## config.mk

```make
export PLATFORM = sky130hd
export DESIGN_NAME = memshare_regfile_loader
export DESIGN_NICKNAME = d
export VERILOG_FILES = /design/src/rtl/memshare_regfile_loader.sv
export SDC_FILE = /design/constraint.sdc
export NUM_CORES = 1
export LEC_CHECK = 0
export ABC_CLOCK_PERIOD_IN_PS = 3000
export BUFFER_PORTS_ARGS = -buffer_cell sky130_fd_sc_hd__buf_2
export CAP_MARGIN = 0
export CORE_MARGIN = 2
export CORE_UTILIZATION = 54
export DETAILED_ROUTE_END_ITERATION = 10
export GPL_TIMING_DRIVEN = 0
export PLACE_DENSITY = 0.88
export REMOVE_ABC_BUFFERS = 1
export SYNTH_ARGS = -nofsm -noshare
export SYNTH_HDL_FRONTEND = slang
export SYNTH_SLANG_ARGS = --single-unit
```

## constraint.sdc

```tcl
create_clock -name sys_clk -period 3 [get_ports sys_clk]
set_input_delay 0.6 -clock sys_clk [delete_from_list [all_inputs] [get_ports sys_clk]]
set_output_delay 0.6 -clock sys_clk [all_outputs]
set_load 0.05 [all_outputs]
```

## src/rtl/memshare_regfile_loader.sv

```systemverilog
// memshare_regfile_loader
// Loads a session of Type-0 page words into the memShare regFile.
// A session is opened by load_start (with base_addr/page_cnt), records arrive
// on a valid/ready handshake, and each legal record becomes one regFile write
// one cycle after acceptance. Illegal records still consume an address and a
// count, but are not written and set the sticky err flag.
//
// Ports
//   sys_clk     : clock, rising edge
//   rst         : synchronous active-high reset
//   load_start  : one-cycle session request (sampled in IDLE only)
//   base_addr   : first page address of the session
//   page_cnt    : records in the session, 0..PAGE_NUM
//   rec_valid   : upstream record valid
//   rec_data    : upstream record {pattern[2:0], delta[2:0], isGtr}
//   rec_ready   : loader accepts a record this cycle
//   abort       : ends a running session without a done pulse
//   wr_en       : regFile write strobe
//   wr_addr     : regFile write page
//   wr_data     : regFile write word
//   busy        : session in progress (LOAD or DONE)
//   done        : one-cycle session-complete pulse
//   err         : sticky illegal-record flag
//
// state | meaning
// ------+-----------------------------------------------------------
// IDLE  | waiting for load_start
// LOAD  | accepting records, rec_ready high
// DONE  | single cycle, done high (coincides with the last write)
module memshare_regfile_loader #(
  parameter int PAGE_NUM         = 32,
  parameter int ADDR_WIDTH       = 5,
  parameter int PAGE_WIDTH       = 7,
  parameter int SHARE_GROUP_SIZE = 5
) (
  input  logic                  sys_clk,
  input  logic                  rst,
  input  logic                  load_start,
  input  logic [ADDR_WIDTH-1:0] base_addr,
  input  logic [ADDR_WIDTH:0]   page_cnt,
  input  logic                  rec_valid,
  input  logic [PAGE_WIDTH-1:0] rec_data,
  output logic                  rec_ready,
  input  logic                  abort,
  output logic                  wr_en,
  output logic [ADDR_WIDTH-1:0] wr_addr,
  output logic [PAGE_WIDTH-1:0] wr_data,
  output logic                  busy,
  output logic                  done,
  output logic                  err
);

  typedef enum logic [1:0] {
    ST_IDLE = 2'd0,
    ST_LOAD = 2'd1,
    ST_DONE = 2'd2
  } state_t;

  localparam logic [ADDR_WIDTH:0] PAGE_NUM_W = (ADDR_WIDTH+1)'(PAGE_NUM);
  localparam logic [ADDR_WIDTH:0] REM_ONE    = (ADDR_WIDTH+1)'(1);
  localparam logic [3:0]          GROUP_LIM  = 4'(SHARE_GROUP_SIZE);

  state_t                state_q, state_d;
  logic [ADDR_WIDTH-1:0] ptr_q, ptr_d;
  logic [ADDR_WIDTH:0]   rem_q, rem_d;
  logic                  wr_en_q, wr_en_d;
  logic [ADDR_WIDTH-1:0] wr_addr_q, wr_addr_d;
  logic [PAGE_WIDTH-1:0] wr_data_q, wr_data_d;
  logic                  rec_ready_q, rec_ready_d;
  logic                  busy_q, busy_d;
  logic                  done_q, done_d;
  logic                  err_q, err_d;

  logic [2:0]            rec_pattern;
  logic [2:0]            rec_delta;
  logic                  rec_legal;
  logic                  accept;
  logic [ADDR_WIDTH:0]   cnt_eff;

  assign rec_pattern = rec_data[PAGE_WIDTH-1 -: 3];
  assign rec_delta   = rec_data[PAGE_WIDTH-4 -: 3];
  assign rec_legal   = ({1'b0, rec_pattern} < GROUP_LIM) && ({1'b0, rec_delta} < GROUP_LIM);
  assign accept      = (state_q == ST_LOAD) && rec_valid && rec_ready_q;

  // Oversized counts are clamped so a session never laps the page space.
  assign cnt_eff = (page_cnt > PAGE_NUM_W) ? PAGE_NUM_W : page_cnt;

  always_comb begin
    state_d   = state_q;
    ptr_d     = ptr_q;
    rem_d     = rem_q;
    err_d     = err_q;
    wr_en_d   = 1'b0;
    wr_addr_d = wr_addr_q;
    wr_data_d = wr_data_q;

    case (state_q)
      ST_IDLE: begin
        if (load_start) begin
          err_d = 1'b0;
          if (cnt_eff != '0) begin
            ptr_d   = base_addr;
            rem_d   = cnt_eff;
            state_d = ST_LOAD;
          end else begin
            state_d = ST_DONE;
          end
        end
      end
      ST_LOAD: begin
        if (accept) begin
          ptr_d = ptr_q + ADDR_WIDTH'(1);
          rem_d = rem_q - REM_ONE;
          if (rec_legal) begin
            wr_en_d   = 1'b1;
            wr_addr_d = ptr_q;
            wr_data_d = rec_data;
          end else begin
            err_d = 1'b1;
          end
          if (rem_q == REM_ONE) begin
            state_d = ST_DONE;
          end
        end
        // Abort wins over a coinciding last acceptance; its write still goes out.
        if (abort) begin
          state_d = ST_IDLE;
        end
      end
      ST_DONE: begin
        state_d = ST_IDLE;
      end
      default: begin
        state_d = ST_IDLE;
      end
    endcase

    // Status outputs are registered copies of the next state.
    rec_ready_d = (state_d == ST_LOAD);
    busy_d      = (state_d != ST_IDLE);
    done_d      = (state_d == ST_DONE);
  end

  always_ff @(posedge sys_clk) begin
    if (rst) begin
      state_q     <= ST_IDLE;
      ptr_q       <= '0;
      rem_q       <= '0;
      wr_en_q     <= 1'b0;
      wr_addr_q   <= '0;
      wr_data_q   <= '0;
      rec_ready_q <= 1'b0;
      busy_q      <= 1'b0;
      done_q      <= 1'b0;
      err_q       <= 1'b0;
    end else begin
      state_q     <= state_d;
      ptr_q       <= ptr_d;
      rem_q       <= rem_d;
      wr_en_q     <= wr_en_d;
      wr_addr_q   <= wr_addr_d;
      wr_data_q   <= wr_data_d;
      rec_ready_q <= rec_ready_d;
      busy_q      <= busy_d;
      done_q      <= done_d;
      err_q       <= err_d;
    end
  end

  assign rec_ready = rec_ready_q;
  assign wr_en     = wr_en_q;
  assign wr_addr   = wr_addr_q;
  assign wr_data   = wr_data_q;
  assign busy      = busy_q;
  assign done      = done_q;
  assign err       = err_q;

endmodule

```

# Yosys cells after proc, flatten, opt, wreduce, memory -nomap -nowiden
# Cells that the tools add are included.
# totals
output_inout_bits	17
in_bits	23
register_bits	30
word_cells	56
# op_classes
order_cmp	3
bitwise_logic	2
reduce_logical	11
muxes	20
add_sub_neg	2
n_eq_ne	8
# op_table
cell	count
$mux W6	4
$mux W5	3
$pmux W6 S2	1
$mux W2	5
$pmux W5 S2	1
$ne A2 B2 Y1 const B	4
$reduce_and A4 Y1	2
$eq A6 B1 Y1 const B	1
$gt A6 B6 Y1 const B	1
$lt A3 B3 Y1 const B	2
$reduce_bool A6 Y1	1
$sub A6 B1 Y6 const B	1
$add A5 B1 Y5 const B	1
$eq A2 B1 Y1 const B	2
$mux W1	4
$pmux W2 S2	1
$reduce_bool A2 Y1	2
$logic_and A1 B1 Y1	3
$reduce_and A3 Y1	1
$reduce_or A3 Y1	1
$eq A2 B2 Y1 const B	1
$logic_not A2 Y1	1
$not A1 Y1	2
$pmux W1 S2	1

# Depth between registers and ports, before layout
# logic_depth
word_depth	7
ltp_mapped	7
depth_no_buf	6

# Worst setup path after synthesis
# No wires, ideal clock.
# synth_timing
path_kind	reg2reg
from	register rec_ready_q (netlist: rec_ready)
to	register wr_addr_q[0] (netlist: wr_addr[0])
path_slack_ps	1400
stages_incl_launch_ff	7
setup_time_ps	128
arrival_time_ps	1473
n_path_buf	2
t_required_ps	2872
period_less_slack_ps	1600
cell_sequence	dfxtp_1 -> and4b_1 -> buf_6 -> nand3_2 -> buf_6 -> mux2i_1 -> nor2_1
# synth_via
elab_chain_len	2
# synth_rtl
element	line_no	text
start: declaration	69	logic rec_ready_q, rec_ready_d;
start signal: assignment	163	rec_ready_q <= rec_ready_d;
$logic_and A1 B1 Y1	83	assign accept = (state_q == ST_LOAD) && rec_valid && rec_ready_q;
$reduce_and A3 Y1 (no source line)	-	
end signal: assignment	161	wr_addr_q <= wr_addr_d;
end: declaration	67	logic [ADDR_WIDTH-1:0] wr_addr_q, wr_addr_d;
# Every way passes these cells.
# A chain may end at the register's enable or synchronous reset.

# Final worst setup path
# layout_timing
from	register state_q[1]
to	register rem_q[3]
# layout_via
elab_chain_len	5
word_cells_on_any_way	10
classes_between	eq/ne: 4; mux: 1; reduce/logical: 5
# layout_rtl
element	line_no	text
start: declaration	63	state_t state_q, state_d;
start signal: assignment	157	state_q <= state_d;
$eq A2 B1 Y1	83, 97	
$logic_and A1 B1 Y1 (2 in a row)	83	
$ne A2 B2 Y1 (no source line)	-	
$reduce_and A4 Y1 (no source line)	-	
end signal: assignment	159	rem_q <= rem_d;
end: declaration	65	logic [ADDR_WIDTH:0] rem_q, rem_d;
# Several ways; a longest one is shown, not always the timed one.

==> out/metrics.csv <==
metric,value,unit
cts_htree_levels,2,
setup_violations,0,
synth.cell_area,1470,µm²
yosysSeqAreaShare,0.410,
cts_resized,0,
antenna_cells,0,
ir_drop,0.294,mV
grt_max_degree,31,
synth_mux_area_frac,0.0820,
avgSynthCellArea,9.16,µm²
status,"finished, final reports clean",
finalHoldViolCount,0,
drt.antenna.violating_nets,0,
fin_skew,0.00337,ns
die_width,56.1,µm
arrival,2.05,ns
startpoint,state_q[1]$_SDFF_PP0_,
synth_xor_area_frac,0.0120,
grt_pass1_vias,1244,
drc_errors,0,
min_path_type,reg2reg,
yosysWarnings,0,
synth_top_cell_area_share,0.410,
critPathTopFamily,simple AND/OR/NAND/NOR gates,
r2r_end,rem_q[3]$_SDFFE_PP0P_,
fmaxAchievable,0.554,GHz
crit_path_start_kind,flip-flop,
cts.clk_slew.worst_paths,0.09,ns
endpoint,rem_q[3]$_SDFFE_PP0P_,
cts_num_sinks,30,
ys_top_cells_by_area,"dfxtp_1 (41%), mux2i_1 (8.2%), nor2_1 (5.9%)",
synth-simple-area-share,0.260,
critPathRequiredTime,3.24,ns
timing.hold.ws,0.500,ns
ys_ff_latch,30,
grt_pass1_wl,5210,µm
rows,18,
synth_edf_count,0,
synth_fa_ha_area_frac,0.0256,
rsz0062_at_grt,false,
reg2reg_slack,1.20,ns
antenna_found_initial,0,
core_area,2520,µm²
cts_hold_buf,0,
power.leakage,0.799,nW
synth_cell_types,38,
drv_slew,0,
start_util,0.581,
yosysMostFrequentCell,dfxtp_1,
timing.rr.start,state_q[1]$_SDFF_PP0_,
hold_depth,2,
reg2reg_depth,4,
cpMaxStageDelayCell,nand2b_1,
post-route-min-period,1.80,ns
worstMarginPinSlew,0.762,ns
tns,0,ns
critPathCaptureType,flip-flop,
synthCells,160,
numCtsBuffers,5,
yosys.area.top_type,dfxtp_1,
vias,1318,
cp_num_cells,4,
totalWireLength,3120,µm
clk_latency,0.32,ns
hpwl,2330,µm
drt_iter0_markers,32,
viasPerCell,5.81,
slew_headroom,0.492,
overflow,0,
max_stage_delay,0.66,ns
period_share,0.602,
ys.flop_type,dfxtp_1,
dieHeight,56.1,µm
synthArstFlopShare,0,
fin_nets,222,
path_class,reg2reg,
portBuffers,39,
path_max_fanout,22,
dieArea,3150,µm²
p_per_area,484,nW/µm²
synth_top_family_by_area,simple AND/OR/NAND/NOR gates,
drtPass1Iterations,4,
synth_compound_area_frac,0.146,
cts_tree,done,
clockBufferDepth,2,
cp_num_buf_inv,0,
drive_gt1_frac,0.269,
io_pins,40,
max_cap_violations,0,
post_drt_wl_per_cell,13.7,µm
path_cells,nand2b_1 > and3_1 > a211oi_2 > nor3_1,
root_buffer,clkbuf_4,
postCtsSetupRepairBufs,0,
synth.cells.most_frequent,"dfxtp_1 (30), nor2_1 (23), mux2i_1 (12)",
syn_to_final_growth,14.3,%
place.gp.congestion,0.832,
grt.total_usage,0.210,
==> power by group <==
| part | total, mW | leakage, nW | internal [mW] | switching (mW) |
|---|---|---|---|---|
| Clock | 0.247 | 0.0353 | 0.113 | 0.134 |
| Sequential | 0.431 | 0.244 | 0.414 | 0.0168 |
| Combinational | 0.133 | 0.519 | 0.0522 | 0.0803 |
| Total | 0.811 | 0.799 | 0.580 | 0.231 |
==> cells by family after synthesis <==
group / count (synthesis)
compound gates: 30
xor+xnor: 2
fa+ha+maj: 3
buf+inv: 13
flops: 30
mux: 12
simple gates: 70
==> sequential cells by signal, summed over array words and instances, names as in the netlist <==
name       flops
wr_en          1
wr_addr        5
err            1
state_q        2
busy           1
rem_q          6
ptr_q          5
rec_ready      1
done           1
wr_data        7
==> worst min path at each step <==
stage	end	start
2_1_floorplan	rem_q[5]$_SDFFE_PP0P_	rem_q[5]$_SDFFE_PP0P_
3_3_place_gp	rem_q[5]$_SDFFE_PP0P_	rem_q[5]$_SDFFE_PP0P_
3_5_place_dp	wr_data[2]$_SDFFE_PP0P_	wr_data[2]$_SDFFE_PP0P_
4_1_cts	rem_q[5]$_SDFFE_PP0P_	rem_q[5]$_SDFFE_PP0P_
5_1_grt	rem_q[5]$_SDFFE_PP0P_	rem_q[5]$_SDFFE_PP0P_
6_report	wr_data[4]$_SDFFE_PP0P_	wr_data[4]$_SDFFE_PP0P_
==> final cells by class <==
cell class,count,area (µm²)
clock inverters,1,5.00
flip-flops and latches,30,601
fillers,223,847
multi-input cells,117,771
inverters,3,11.3
well taps,30,37.5
clock buffers,7,55.1
repair buffers,39,195
==> metrics by stage <==
step / setup slack, ns / utilization / cell area [µm²] / instances / power, mW
finish: 1.20 / 0.664 / 1680 / 227 / 0.811
detailed placement: 1.04 / 0.640 / 1620 / 219 / 0.571
global placement: 1.13 / 0.640 / 1620 / 219 / 0.562
global route: 1.04 / 0.664 / 1680 / 227 / 0.853
CTS: 1.20 / 0.664 / 1680 / 227 / 0.818
floorplan: 1.27 / - / 1380 / 150 / 0.523
==> worst register-to-register path: stages (launching register included) <==
cell and delay [ns]:
dfxtp_1 0.55, nand2b_1 0.66, and3_1 0.28, a211oi_2 0.05, nor3_1 0.19
==> cells in the final DEF (no fill, tap or decap), drive strengths merged, types with 2 or more instances in the layout <==
cell,count
a211oi,2
a21oi,7
a311oi,3
a31oi,2
and2,5
and3,2
buf,39
clkbuf,7
dfxtp,30
ha,3
inv,3
mux2i,12
nand2,8
nand3,9
nor2,23
nor3,11
nor3b,4
nor4,3
o21ai,11
xor2,2
==> per-layer routing <==
layer | vias up | routed length, µm | track usage
met5 | - | 0 | 0
met4 | 0 | 57 | 0.0918
met3 | 7 | 214 | 0.0419
met2 | 54 | 1580 | 0.375
met1 | 618 | 1270 | 0.240
li1 | 639 | - | -
Power figures use the tool's default switching activity.
